--- config.mk ---
export PLATFORM = sky130hd
export DESIGN_NAME = imem_fetch_ctrl
export DESIGN_NICKNAME = d
export VERILOG_FILES = /design/src/rtl/imem_fetch_ctrl.sv
export SDC_FILE = /design/constraint.sdc
export NUM_CORES = 1
export LEC_CHECK = 0
export ABC_AREA = 1
export BUFFER_PORTS_ARGS = -buffer_cell sky130_fd_sc_hd__buf_2
export CAP_MARGIN = 40
export CORE_MARGIN = 5
export CORE_UTILIZATION = 42
export DETAILED_ROUTE_END_ITERATION = 7
export PLACE_DENSITY = 0.82
export REMOVE_ABC_BUFFERS = 1
export SLEW_MARGIN = 0
export SYNTH_ARGS = -nofsm -noshare
export SYNTH_HDL_FRONTEND = slang
export SYNTH_SLANG_ARGS = --single-unit
--- constraint.sdc ---
create_clock -name clk -period 1.55 [get_ports clk]
set_input_delay 0.155 -clock clk [delete_from_list [all_inputs] [get_ports clk]]
set_output_delay 0.155 -clock clk [all_outputs]
set_load 0.005 [all_outputs]
--- src/rtl/imem_fetch_ctrl.sv ---
// Instruction-memory port sequencer: arbitrates fetch vs. debug reads, keeps one access
// outstanding, drops stale fetch data after a redirect and aborts accesses that hang.
module imem_fetch_ctrl #(
    parameter int PC_WIDTH = 32,
    parameter int ILEN     = 32,
    parameter int MAX_WAIT = 15
) (
    input  logic                clk,
    input  logic                rst_n,
    input  logic                i_fe_req,
    input  logic [PC_WIDTH-1:0] i_fe_addr,
    input  logic                i_fe_flush,
    output logic                o_fe_gnt,
    output logic                o_fe_rvalid,
    output logic [ILEN-1:0]     o_fe_data_0,
    output logic [ILEN-1:0]     o_fe_data_1,
    input  logic                i_dbg_req,
    input  logic [PC_WIDTH-1:0] i_dbg_addr,
    output logic                o_dbg_gnt,
    output logic                o_dbg_rvalid,
    output logic [ILEN-1:0]     o_dbg_data,
    output logic                o_mem_req,
    output logic [PC_WIDTH-1:0] o_mem_addr,
    input  logic                i_mem_ready,
    input  logic [ILEN-1:0]     i_mem_data_0,
    input  logic [ILEN-1:0]     i_mem_data_1,
    output logic                o_fetch_stall,
    output logic                o_timeout_err
);

    typedef enum logic [1:0] {
        IDLE     = 2'd0,
        BUSY_FE  = 2'd1,
        BUSY_DBG = 2'd2,
        DRAIN    = 2'd3
    } state_t;

    localparam logic [7:0] MAX_WAIT_C = 8'(MAX_WAIT);

    function automatic logic [PC_WIDTH-1:0] align_word(input logic [PC_WIDTH-1:0] addr);
        align_word = {addr[PC_WIDTH-1:2], 2'b00};
    endfunction

    state_t                r_state, w_state_nxt;
    logic [7:0]            r_wait, w_wait_nxt, w_wait_inc;
    logic                  w_wait_hit;
    logic                  r_fe_gnt, w_fe_gnt_nxt;
    logic                  r_dbg_gnt, w_dbg_gnt_nxt;
    logic                  r_fe_rvalid, w_fe_rvalid_nxt;
    logic                  r_dbg_rvalid, w_dbg_rvalid_nxt;
    logic [ILEN-1:0]       r_fe_data_0, w_fe_data_0_nxt;
    logic [ILEN-1:0]       r_fe_data_1, w_fe_data_1_nxt;
    logic [ILEN-1:0]       r_dbg_data, w_dbg_data_nxt;
    logic                  r_mem_req, w_mem_req_nxt;
    logic [PC_WIDTH-1:0]   r_mem_addr, w_mem_addr_nxt;
    logic                  r_timeout, w_timeout_nxt;
    logic                  r_last_dbg, w_last_dbg_nxt;

    // The abort fires on the cycle whose stall would bring the count to MAX_WAIT;
    // a ready in that same cycle takes precedence because the hit requires !ready.
    assign w_wait_inc = r_wait + 8'd1;
    assign w_wait_hit = !i_mem_ready && (w_wait_inc == MAX_WAIT_C);

    // State register.
    always_ff @(posedge clk or negedge rst_n) begin
        if (!rst_n) begin
            r_state <= IDLE;
        end else begin
            r_state <= w_state_nxt;
        end
    end

    // Next-state, arbitration, handshake and capture decisions.
    always_comb begin
        w_state_nxt      = r_state;
        w_wait_nxt       = r_wait;
        w_fe_gnt_nxt     = 1'b0;
        w_dbg_gnt_nxt    = 1'b0;
        w_fe_rvalid_nxt  = 1'b0;
        w_dbg_rvalid_nxt = 1'b0;
        w_fe_data_0_nxt  = r_fe_data_0;
        w_fe_data_1_nxt  = r_fe_data_1;
        w_dbg_data_nxt   = r_dbg_data;
        w_mem_req_nxt    = r_mem_req;
        w_mem_addr_nxt   = r_mem_addr;
        w_timeout_nxt    = r_timeout;
        w_last_dbg_nxt   = r_last_dbg;
        case (r_state)
            IDLE: begin
                w_mem_req_nxt = 1'b0;
                if (i_dbg_req && (!i_fe_req || !r_last_dbg)) begin
                    w_state_nxt    = BUSY_DBG;
                    w_dbg_gnt_nxt  = 1'b1;
                    w_last_dbg_nxt = 1'b1;
                    w_mem_req_nxt  = 1'b1;
                    w_mem_addr_nxt = align_word(i_dbg_addr);
                    w_wait_nxt     = 8'd0;
                end else if (i_fe_req) begin
                    w_state_nxt    = BUSY_FE;
                    w_fe_gnt_nxt   = 1'b1;
                    w_last_dbg_nxt = 1'b0;
                    w_mem_req_nxt  = 1'b1;
                    w_mem_addr_nxt = align_word(i_fe_addr);
                    w_wait_nxt     = 8'd0;
                end else begin
                    w_state_nxt = IDLE;
                end
            end
            BUSY_FE: begin
                if (i_mem_ready) begin
                    w_state_nxt   = IDLE;
                    w_mem_req_nxt = 1'b0;
                    if (!i_fe_flush) begin
                        w_fe_data_0_nxt = i_mem_data_0;
                        w_fe_data_1_nxt = i_mem_data_1;
                        w_fe_rvalid_nxt = 1'b1;
                    end else begin
                        w_fe_rvalid_nxt = 1'b0;
                    end
                end else if (w_wait_hit) begin
                    w_state_nxt   = IDLE;
                    w_mem_req_nxt = 1'b0;
                    w_timeout_nxt = 1'b1;
                end else if (i_fe_flush) begin
                    w_state_nxt = DRAIN;
                    w_wait_nxt  = 8'd0;
                end else begin
                    w_wait_nxt = w_wait_inc;
                end
            end
            BUSY_DBG: begin
                if (i_mem_ready) begin
                    w_state_nxt      = IDLE;
                    w_mem_req_nxt    = 1'b0;
                    w_dbg_data_nxt   = i_mem_data_0;
                    w_dbg_rvalid_nxt = 1'b1;
                end else if (w_wait_hit) begin
                    w_state_nxt   = IDLE;
                    w_mem_req_nxt = 1'b0;
                    w_timeout_nxt = 1'b1;
                end else begin
                    w_wait_nxt = w_wait_inc;
                end
            end
            DRAIN: begin
                if (i_mem_ready) begin
                    w_state_nxt   = IDLE;
                    w_mem_req_nxt = 1'b0;
                end else if (w_wait_hit) begin
                    w_state_nxt   = IDLE;
                    w_mem_req_nxt = 1'b0;
                    w_timeout_nxt = 1'b1;
                end else begin
                    w_wait_nxt = w_wait_inc;
                end
            end
            default: begin
                w_state_nxt   = IDLE;
                w_mem_req_nxt = 1'b0;
            end
        endcase
    end

    // Registered outputs and datapath state.
    always_ff @(posedge clk or negedge rst_n) begin
        if (!rst_n) begin
            r_wait       <= 8'd0;
            r_fe_gnt     <= 1'b0;
            r_dbg_gnt    <= 1'b0;
            r_fe_rvalid  <= 1'b0;
            r_dbg_rvalid <= 1'b0;
            r_fe_data_0  <= {ILEN{1'b0}};
            r_fe_data_1  <= {ILEN{1'b0}};
            r_dbg_data   <= {ILEN{1'b0}};
            r_mem_req    <= 1'b0;
            r_mem_addr   <= {PC_WIDTH{1'b0}};
            r_timeout    <= 1'b0;
            r_last_dbg   <= 1'b0;
        end else begin
            r_wait       <= w_wait_nxt;
            r_fe_gnt     <= w_fe_gnt_nxt;
            r_dbg_gnt    <= w_dbg_gnt_nxt;
            r_fe_rvalid  <= w_fe_rvalid_nxt;
            r_dbg_rvalid <= w_dbg_rvalid_nxt;
            r_fe_data_0  <= w_fe_data_0_nxt;
            r_fe_data_1  <= w_fe_data_1_nxt;
            r_dbg_data   <= w_dbg_data_nxt;
            r_mem_req    <= w_mem_req_nxt;
            r_mem_addr   <= w_mem_addr_nxt;
            r_timeout    <= w_timeout_nxt;
            r_last_dbg   <= w_last_dbg_nxt;
        end
    end

    assign o_fe_gnt      = r_fe_gnt;
    assign o_dbg_gnt     = r_dbg_gnt;
    assign o_fe_rvalid   = r_fe_rvalid;
    assign o_dbg_rvalid  = r_dbg_rvalid;
    assign o_fe_data_0   = r_fe_data_0;
    assign o_fe_data_1   = r_fe_data_1;
    assign o_dbg_data    = r_dbg_data;
    assign o_mem_req     = r_mem_req;
    assign o_mem_addr    = r_mem_addr;
    assign o_timeout_err = r_timeout;
    assign o_fetch_stall = i_fe_req && !r_fe_rvalid;

endmodule

==> results of run 1 <==
-- tightest hold or removal path, delay by kind of cell --
family                 cells  cell delay [ns]
AO/OA/AOI/OAI              1             0.11
buffers and inverters      1             0.08
AND/OR/NAND/NOR            1             0.04
-- power by group --
group          total (mW)  switching [mW]  internal, mW
Combinational        5.69            3.15          2.54
Clock                4.35            1.52          2.83
Sequential           6.25           0.883          5.37
-- layout make-up --
type	count	area (µm²)	area share [%]
Antenna cell	1	2.50	0.0278
Clock buffer	23	478	5.31
Clock inverter	9	155	1.73
Inverter	52	195	2.17
Multi-Input combinational cell	434	2060	22.9
Sequential cell	143	3580	39.8
Tap cell	180	225	2.50
Timing Repair Buffer	360	2300	25.5
-- flip-flops by register name, summed over array words and instances, names as in the netlist --
name,cells
r_state,2
o_mem_req,1
r_wait,8
o_fe_gnt,1
o_fe_rvalid,1
o_dbg_data,32
o_dbg_rvalid,1
r_last_dbg,1
o_fe_data_1,32
o_timeout_err,1
o_fe_data_0,32
o_mem_addr,30
o_dbg_gnt,1
-- layer usage --
metal  vias up  GRT usage, %  routed length (µm)
met2       257          38.6                9490
met4         0          9.99                 584
met1      2741          25.8                6920
li1       2785             -                   -
met5         -             0                   0
met3        44          6.54                1540
-- worst min-delay path by stage --
stage	endpoint	cells after the start	slack, ns
after floorplan	o_dbg_data[0]$_DFFE_PN0P_	0	-0.14
after global placement	o_dbg_data[23]$_DFFE_PN0P_	1	0.11
after detailed placement	o_dbg_data[23]$_DFFE_PN0P_	1	0.11
after CTS	o_mem_addr[16]$_DFFE_PN0P_	3	0.001
after global routing	o_mem_addr[29]$_DFFE_PN0P_	3	0.008
final	o_mem_addr[23]$_DFFE_PN0P_	3	0.02
-- Yosys cell counts, types with 2 or more instances --
cell type	instances
dfrtp_1	143
nand2_1	222
nor2_1	40
nand2_2	6
nor3_1	2
o21ai_1	43
o21ai_2	4
nand3_1	13
nand2_4	2
clkbuf_1	25
buf_4	2
inv_2	4
nor2_4	2
buf_2	7
o21ai_0	83
inv_1	48
ha_1	2
nand3_2	5
nor2_2	3
-- timing repair --
action | in CTS | in global routing
pin swaps | 3 | 11
hold buffers | 61 | 0
endpoints found under the hold margin | 100 | 0
gates resized for setup | 9 | 18
endpoints found under the setup margin | 11 | 38
setup buffers | 1 | 5
-- logic make-up (layout without fill, tap and decap cells) --
group,count (synthesis),count (layout),synth area share [%]
flops,143,143,60.9
simple gates,297,297,20.8
fa+ha+maj,2,2,0.426
compound gates,132,132,11.6
other cells,1,3,0.0639
xor+xnor,1,1,0.149
buf+inv,87,444,5.97
-- through the flow --
step                utilization, %  hold slack [ns]  instance area, µm²
finish                        65.3           0.0179                8990
global route                  65.3          0.00810                8990
CTS                           64.5          0.00132                8880
detailed placement            55.1            0.112                7590
global placement              55.1            0.115                7590
floorplan                        -           -0.141                5720
==> results_dict.tcl, run 1 <==
set metrics [dict create \
    outcome "complete, but fails checks" \
    cp-end-kind "flop" \
    reg2regPathDepth 12 \
    crit_fanout 4 \
    drt_iter0_drc 360 \
    clkSinkCount 143 \
    setup_viol 12 \
    violations "negative setup slack" \
    dpl.cell_count 1102 \
    nets 1144 \
    nFillCells 1076 \
    r2r_start "r_wait[0]$_DFFE_PN0P_" \
    gp_congestion 0.791 \
    grt_overflow 0 \
    cts_max_level 4 \
    grt_pass1_vias 5834 \
    drc 0 \
    critPathMaxStageDelay_ns 0.43 \
    die_h_um 128 \
    core_area_mm2 0.0138 \
    p_per_area_mw_per_mm2 1810 \
    area_growth_pct 53.2 \
    maxCapViolations 0 \
    grt_first_pass_wirelength_mm 29.0 \
    drive_above_1_share_pct 36.4 \
    yosysUniqueCellTypes 26 \
    cp_top_family "simple AND/OR/NAND/NOR gates" \
    synthArstFlopShare_pct 100 \
    fin_skew_ns 0.00722 \
    endpoint "r_state[1]$_DFFE_PN0P_" \
    vias 5827 \
    die_area_mm2 0.0164 \
    period_share_pct 106 \
    boundaryPins 269 \
    vdd.ir_drop.worst_mv 1.12 \
    dp_worst_setup_slack_ns -0.207 \
    setup_ws_ns -0.0865 \
    synth-main-ff-cell "dfrtp_1" \
    cp.required_ns 1.85 \
    layout_common_cells "buf_2 (261), nand2_1 (216), dfrtp_1 (143)" \
    final_common_cell "buf_2" \
    min_path_type "primary input to flop" \
    synth_area_mm2 0.00587 \
    cp-startpoint "r_wait[0]$_DFFE_PN0P_" \
    cp-start-kind "flop" \
    synth.avg_cell_area_um2 8.86 \
    drv_slew 0 \
    firstDrtPassIters 5 \
    postRouteAntennaNets 0 \
    cts_tree "done" \
    min_period_ns 1.64 \
    crit_buf_inv 2 \
    criticalPathCategory "flop to flop" \
    power_mw 16.3 \
    synth_top_cells_by_area "dfrtp_1 (61%), nand2_1 (14%), o21ai_0 (7.1%)" \
    synth_cells 663 \
    setup-tns-final_ns -0.877 \
    synth_top_cell_by_area "dfrtp_1" \
    path_clk_slew_ns 0.06 \
    fin_cells 1202 \
    rsz0062_at_grt "yes" \
    crit_slowest_cell "dfrtp_1" \
    synth_seq_cells 143 \
    min_from "i_dbg_addr[23]" \
    grt_use_total_pct 22.4 \
    synth-warning-count 0 \
    r2r_slack_ns -0.09 \
    worstSkewPairLatency_ns 0.41 \
    fmax_mhz 611 \
    grt_max_degree 65 \
    place_hpwl_mm 12.2 \
    avgRoutedWirePerCell_um 15.4 \
    p_leak_nw 4.86 \
    cts-root-buf "clkbuf_16" \
    drt-total-wl_mm 18.5 \
    synth_top_area_share_pct 60.9 \
    synth_edf_count 0 \
    viasPerCell 4.85 \
    cts.path.max_buffers 2 \
    final_hold_viol_count 0 \
    placementRows 43 \
    crit_chain "inv_2 > ha_4 > nand2_2 > nor2_2 > nand3_2 > nor2_4 > nand2_4 > buf_6 > nand3_4 > nand2_2 > nand2_1 > nand2_1" \
    grt_antenna_before_repair 1 \
    ys_seq_area_share_pct 60.9 \
    cp_num_cells 12 \
    critPathArrivalTime_ns 1.93 \
    port_buffers 262 \
    initial_core_util_pct 42.6 \
    numCtsBuffers 17 \
    die_w_um 128 \
    rr_endpoint "r_state[1]$_DFFE_PN0P_" \
]
Note: power is estimated with default switching activity, not from simulation.
==> run 2, diff against run 1 <==
--- a/config.mk
+++ b/config.mk
@@ -12,6 +12,7 @@
 export CORE_UTILIZATION = 42
 export DETAILED_ROUTE_END_ITERATION = 7
 export PLACE_DENSITY = 0.82
+export RECOVER_POWER = 50
 export REMOVE_ABC_BUFFERS = 1
 export SLEW_MARGIN = 0
 export SYNTH_ARGS = -nofsm -noshare
==> results_dict.tcl, run 2 (synthesis gave the netlist of run 1 again) <==
set metrics [dict create \
    cp-start-kind "flop" \
    nets 1144 \
    fin_cells 1202 \
    clkSinkCount 143 \
    cts_tree "done" \
    crit_chain "inv_2 > ha_4 > nand2_2 > nor2_2 > nand3_2 > nor2_4 > nand2_4 > buf_6 > nand3_4 > nand2_2 > nand2_1 > nand2_1" \
    grt_antenna_before_repair 1 \
    die_w_um 128 \
    period_share_pct 106 \
    r2r_start "r_wait[0]$_DFFE_PN0P_" \
    max_slew_margin_pct 24.2 \
    drt-total-wl_mm 18.6 \
    dpl.cell_count 1102 \
    maxCapViolations 0 \
    rsz0062_at_grt "yes" \
    crit_fanout 4 \
    p_per_area_mw_per_mm2 1810 \
    cts.path.max_buffers 2 \
    grt_first_pass_wirelength_mm 29.0 \
    grt_max_degree 65 \
    drt_iter0_drc 339 \
    grt_pass1_vias 5834 \
    cts_max_level 4 \
    min_from "i_dbg_addr[16]" \
    area_growth_pct 52.1 \
    vias 5834 \
    cp_top_family "simple AND/OR/NAND/NOR gates" \
    cp.required_ns 1.84 \
    core_area_mm2 0.0138 \
    postRouteAntennaNets 0 \
    violations "negative setup slack" \
    min_path_type "primary input to flop" \
    place_hpwl_mm 12.2 \
    boundaryPins 269 \
    cp-end-kind "flop" \
    initial_core_util_pct 42.6 \
    avgRoutedWirePerCell_um 15.4 \
    final_hold_viol_count 0 \
    worstSkewPairLatency_ns 0.41 \
    final_common_cell "buf_2" \
    fin_skew_ns 0.00798 \
    cts-root-buf "clkbuf_16" \
    critPathArrivalTime_ns 1.93 \
    cp-startpoint "r_wait[0]$_DFFE_PN0P_" \
    grt_overflow 0 \
    path_clk_slew_ns 0.06 \
    viasPerCell 4.85 \
    outcome "complete, but fails checks" \
    fmax_mhz 611 \
    final_util_pct 64.8 \
    nFillCells 1094 \
    critPathMaxStageDelay_ns 0.43 \
    setup_viol 12 \
    gp_congestion 0.791 \
    setup_ws_ns -0.0878 \
    min_period_ns 1.64 \
    crit_buf_inv 2 \
    crit_slowest_cell "dfrtp_1" \
    drv_slew 0 \
    criticalPathCategory "flop to flop" \
    grt_use_total_pct 22.4 \
    firstDrtPassIters 5 \
    die_area_mm2 0.0164 \
    numCtsBuffers 17 \
    drc 0 \
    vdd.ir_drop.worst_mv 1.12 \
    p_leak_nw 4.74 \
    drive_above_1_share_pct 32.9 \
    layout_common_cells "buf_2 (225), nand2_1 (216), dfrtp_1 (143)" \
    port_buffers 262 \
    die_h_um 128 \
    worst_slew_pin_slew_ns 1.14 \
    placementRows 43 \
]
==> run 2: what timing repair did <==
item	4_1_cts	5_1_grt
setup buffers	1	5
resized for setup	9	18
endpoints found under the hold margin	100	0
hold buffers	61	0
cloned	0	0
endpoints found under the setup margin	11	38
pin swaps	3	11
==> run 2: power by group <==
group	internal (mW)	switching, mW	leakage [nW]
registers	5.37	0.902	1.80
clock network	2.83	1.51	0.308
logic	2.42	3.16	2.63
==> run 2: path summary, 6_finish.rpt <==
path,to,slack [ns],cells past startpoint
worst min register to register,o_fe_data_1[20]$_DFFE_PN0P_,0.47,2
worst max-delay path,r_state[1]$_DFFE_PN0P_,-0.09,12
min in group asynchronous,o_dbg_data[23]$_DFFE_PN0P_,0.51,2
max in group asynchronous,o_fe_data_1[13]$_DFFE_PN0P_,0.21,3
worst max register to register,r_state[1]$_DFFE_PN0P_,-0.09,12
worst min-delay path,o_mem_addr[16]$_DFFE_PN0P_,0.02,3
==> run 2: area by class of cell <==
class | count | area (µm²) | share of cell area (%)
Tap cell | 180 | 225 | 2.52
Multi-Input combinational cell | 434 | 2060 | 23.1
Inverter | 52 | 195 | 2.19
Sequential cell | 143 | 3580 | 40.1
Timing Repair Buffer | 360 | 2230 | 25.0
Clock inverter | 9 | 155 | 1.74
Antenna cell | 1 | 2.50 | 0.0280
Clock buffer | 23 | 478 | 5.35
==> run 2: per-stage QoR <==
step / setup TNS [ns] / worst slack, ns / instance area (µm²) / power [mW] / hold WS [ns]
after detailed placement: -1.73 / -0.207 / 7590 / 11.6 / 0.112
after CTS: -0.864 / -0.0882 / 8880 / 16.2 / 0.00132
after global routing: -2.22 / -0.175 / 8930 / 17.3 / 0.00810
final: -0.873 / -0.0878 / 8930 / 16.2 / 0.0179
after global placement: -1.16 / -0.146 / 7590 / 11.4 / 0.115
after floorplan: -130.20 / -1.71 / 5720 / 8.58 / -0.141
==> run 2: layer usage <==
layer / up-vias / part of all wire (%) / global-route usage (%)
met3: 45 / 8.5 / 6.54
met4: 0 / 3.1 / 9.99
met1: 2728 / 37 / 25.8
met5: - / 0 / 0
met2: 271 / 51 / 38.6
li1: 2790 / - / -
==> run 2: worst register-to-register path, delay by kind of cell, from the launching register on <==
| family | cells | cell delay [ns] |
|---|---|---|
| buffers and inverters | 2 | 0.28 |
| and+or+nand+nor | 9 | 0.68 |
| DFF | 1 | 0.43 |
| adders and majority gates | 1 | 0.15 |
==> run 3, diff against run 2 <==
--- a/config.mk
+++ b/config.mk
@@ -5,7 +5,6 @@
 export SDC_FILE = /design/constraint.sdc
 export NUM_CORES = 1
 export LEC_CHECK = 0
-export ABC_AREA = 1
 export BUFFER_PORTS_ARGS = -buffer_cell sky130_fd_sc_hd__buf_2
 export CAP_MARGIN = 40
 export CORE_MARGIN = 5
==> results_dict.tcl, run 3 <==
set metrics [dict create \
    fin_skew_ns 0.00869 \
    grt_max_degree 50 \
    yosys-top-cells-count "dfrtp_1 (143), nand2_1 (133), mux2_1 (49)" \
    drc 0 \
    dpl.cell_count 936 \
    vias 5241 \
    synth_edf_count 0 \
    synth-warning-count 0 \
    cp-start-kind "flop" \
    post-synth-top-count-cell "dfrtp_1" \
    synth.avg_cell_area_um2 12.0 \
    cp.required_ns 1.84 \
    die_h_um 128 \
    path_clk_slew_ns 0.06 \
    synth_top_cells_by_area "dfrtp_1 (61%), mux2_1 (9.4%), nand2_1 (8.5%)" \
    fmax_mhz 576 \
    drt-total-wl_mm 19.8 \
    critPathMaxStageDelay_ns 0.42 \
    min_from "i_dbg_addr[28]" \
    cp-end-kind "flop" \
    avgRoutedWirePerCell_um 18.7 \
    grt_use_total_pct 21.4 \
    cts.path.max_buffers 2 \
    ys_seq_area_share_pct 61.1 \
    fin_cells 1060 \
    nets 1002 \
    gp_congestion 0.799 \
    min_period_ns 1.73 \
    drive_above_1_share_pct 46.8 \
    grt_overflow 0 \
    max_slew_margin_pct 52.0 \
    port_buffers 262 \
    r2r_start "r_wait[0]$_DFFE_PN0P_" \
    rsz0062_at_grt "yes" \
    period_share_pct 112 \
    crit_fanout 6 \
    synth-main-ff-cell "dfrtp_1" \
    setup-tns-final_ns -2.40 \
    dp_worst_setup_slack_ns -0.142 \
    synthArstFlopShare_pct 100 \
    synth_top_area_share_pct 61.1 \
    layout_common_cells "buf_2 (238), dfrtp_1 (142), nand2_1 (130)" \
    synth_cells 490 \
    critPathArrivalTime_ns 2.02 \
    grt_antenna_before_repair 0 \
    rr_endpoint "r_wait[0]$_DFFE_PN0P_" \
    die_w_um 128 \
    cts_tree "done" \
    criticalPathCategory "flop to flop" \
    cp-startpoint "r_wait[0]$_DFFE_PN0P_" \
    area_growth_pct 63.9 \
    setup_viol 41 \
    worst_slew_pin_slew_ns 0.720 \
    synth_area_mm2 0.00586 \
    outcome "complete, but fails checks" \
    cts_max_level 4 \
    die_area_mm2 0.0164 \
    endpoint "r_wait[0]$_DFFE_PN0P_" \
    synth_seq_cells 143 \
    grt_pass1_vias 5432 \
    setup_ws_ns -0.185 \
    placementRows 43 \
    core_area_mm2 0.0138 \
    crit_slowest_cell "dfrtp_1" \
    final_common_cell "buf_2" \
    drv_slew 0 \
    crit_chain "inv_2 > ha_4 > nor3b_4 > nand4_1 > buf_4 > nand4bb_4 > nand2b_1 > o31ai_1" \
    power_mw 17.7 \
    r2r_slack_ns -0.18 \
    postRouteAntennaNets 0 \
    min_path_type "primary input to flop" \
    grt_first_pass_wirelength_mm 27.4 \
    synth_top_cell_by_area "dfrtp_1" \
    final_hold_viol_count 0 \
    worstSkewPairLatency_ns 0.42 \
    viasPerCell 4.94 \
    yosysUniqueCellTypes 45 \
    vdd.ir_drop.worst_mv 1.08 \
    boundaryPins 269 \
    reg2regPathDepth 8 \
    final_area_mm2 0.00960 \
    maxCapViolations 0 \
    nFillCells 964 \
    cts-root-buf "clkbuf_16" \
    dpl_cell_area_mm2 0.00757 \
    initial_core_util_pct 42.5 \
    place_hpwl_mm 11.5 \
    drt_iter0_drc 261 \
    firstDrtPassIters 4 \
    p_leak_nw 4.97 \
    violations "negative setup slack" \
    p_per_area_mw_per_mm2 1850 \
    clkSinkCount 143 \
    numCtsBuffers 17 \
]
run 3: cell count changes in the layout (fill, tap and decap cells not counted), sizes merged, moves of 9 or more:
cell    delta
o21ai     -98
nand2     -96
clkbuf     -9
inv       -49
mux2i     +30
nand3     -15
mux2      +64
nor2      -39
buf       +25
run 3: layer usage:
layer | GRT usage (%) | vias to the layer above | share of wire [%]
met3 | 6.33 | 43 | 5.6
met1 | 23.8 | 2589 | 38
met2 | 38.4 | 200 | 54
li1 | - | 2409 | -
met5 | 0 | - | 0
met4 | 8.43 | 0 | 2.5
run 3: worst min-delay path by stage:
stage,endpoint,slack (ns),depth (start not counted)
3_3_place_gp,o_mem_addr[7]$_DFFE_PN0P_,0.06,1
5_1_grt,o_mem_addr[27]$_DFFE_PN0P_,0.02,3
3_5_place_dp,r_wait[1]$_DFFE_PN0P_,0.06,1
2_1_floorplan,o_dbg_data[0]$_DFFE_PN0P_,-0.14,0
6_report,o_mem_addr[28]$_DFFE_PN0P_,0.02,3
4_1_cts,o_mem_addr[26]$_DFFE_PN0P_,0.003,3
run 3: power by group:
group / switching [mW] / internal, mW
Combinational: 3.01 / 3.66
Clock: 1.54 / 3.10
Sequential: 0.980 / 5.43
Total: 5.54 / 12.2
run 3: repair_timing:
item                                    CTS  global route
pin swaps                                 8             9
gates resized for setup                  12           107
hold buffers                             66             0
gates cloned                              2            13
endpoints found under the setup margin   74            90
setup buffers                             4             6
hold endpoints to repair                239             0
run 3: worst max-delay path: cells and delay by family, from the launching register on:
kind,cells,cell delay [ns]
compound gates,1,0.09
fa+ha+maj,1,0.12
buf+inv,2,0.29
flops,1,0.42
simple gates,4,0.68
run 3: logic make-up (layout without fill, tap and decap cells):
kind of cell    Yosys count  count (layout)  synth area share [%]
simple gates            164             164                  12.1
flops                   143             143                  61.1
mux                      94              94                  17.4
compound gates           55              55                  5.85
buf+inv                  31             418                  3.06
fa+ha+maj                 2               2                 0.427
other cells               1               4                0.0640
run 3: layout make-up:
cell class,count,area [µm²],share of cell area [%]
sequential,143,3580,37.3
timing repair buffer,383,2640,27.5
multi-input combinational,317,2470,25.7
clock buffer,21,460,4.80
tap,180,225,2.35
clock inverter,10,209,2.18
inverter,4,15.0,0.156
antenna,2,5.00,0.0521
run 3: stage by stage:
step	utilization [%]	hold slack, ns
floorplan	-	-0.141
global placement	55.0	0.0628
detailed placement	55.0	0.0604
CTS	65.4	0.00326
global route	69.6	0.0192
finish	69.7	0.0180
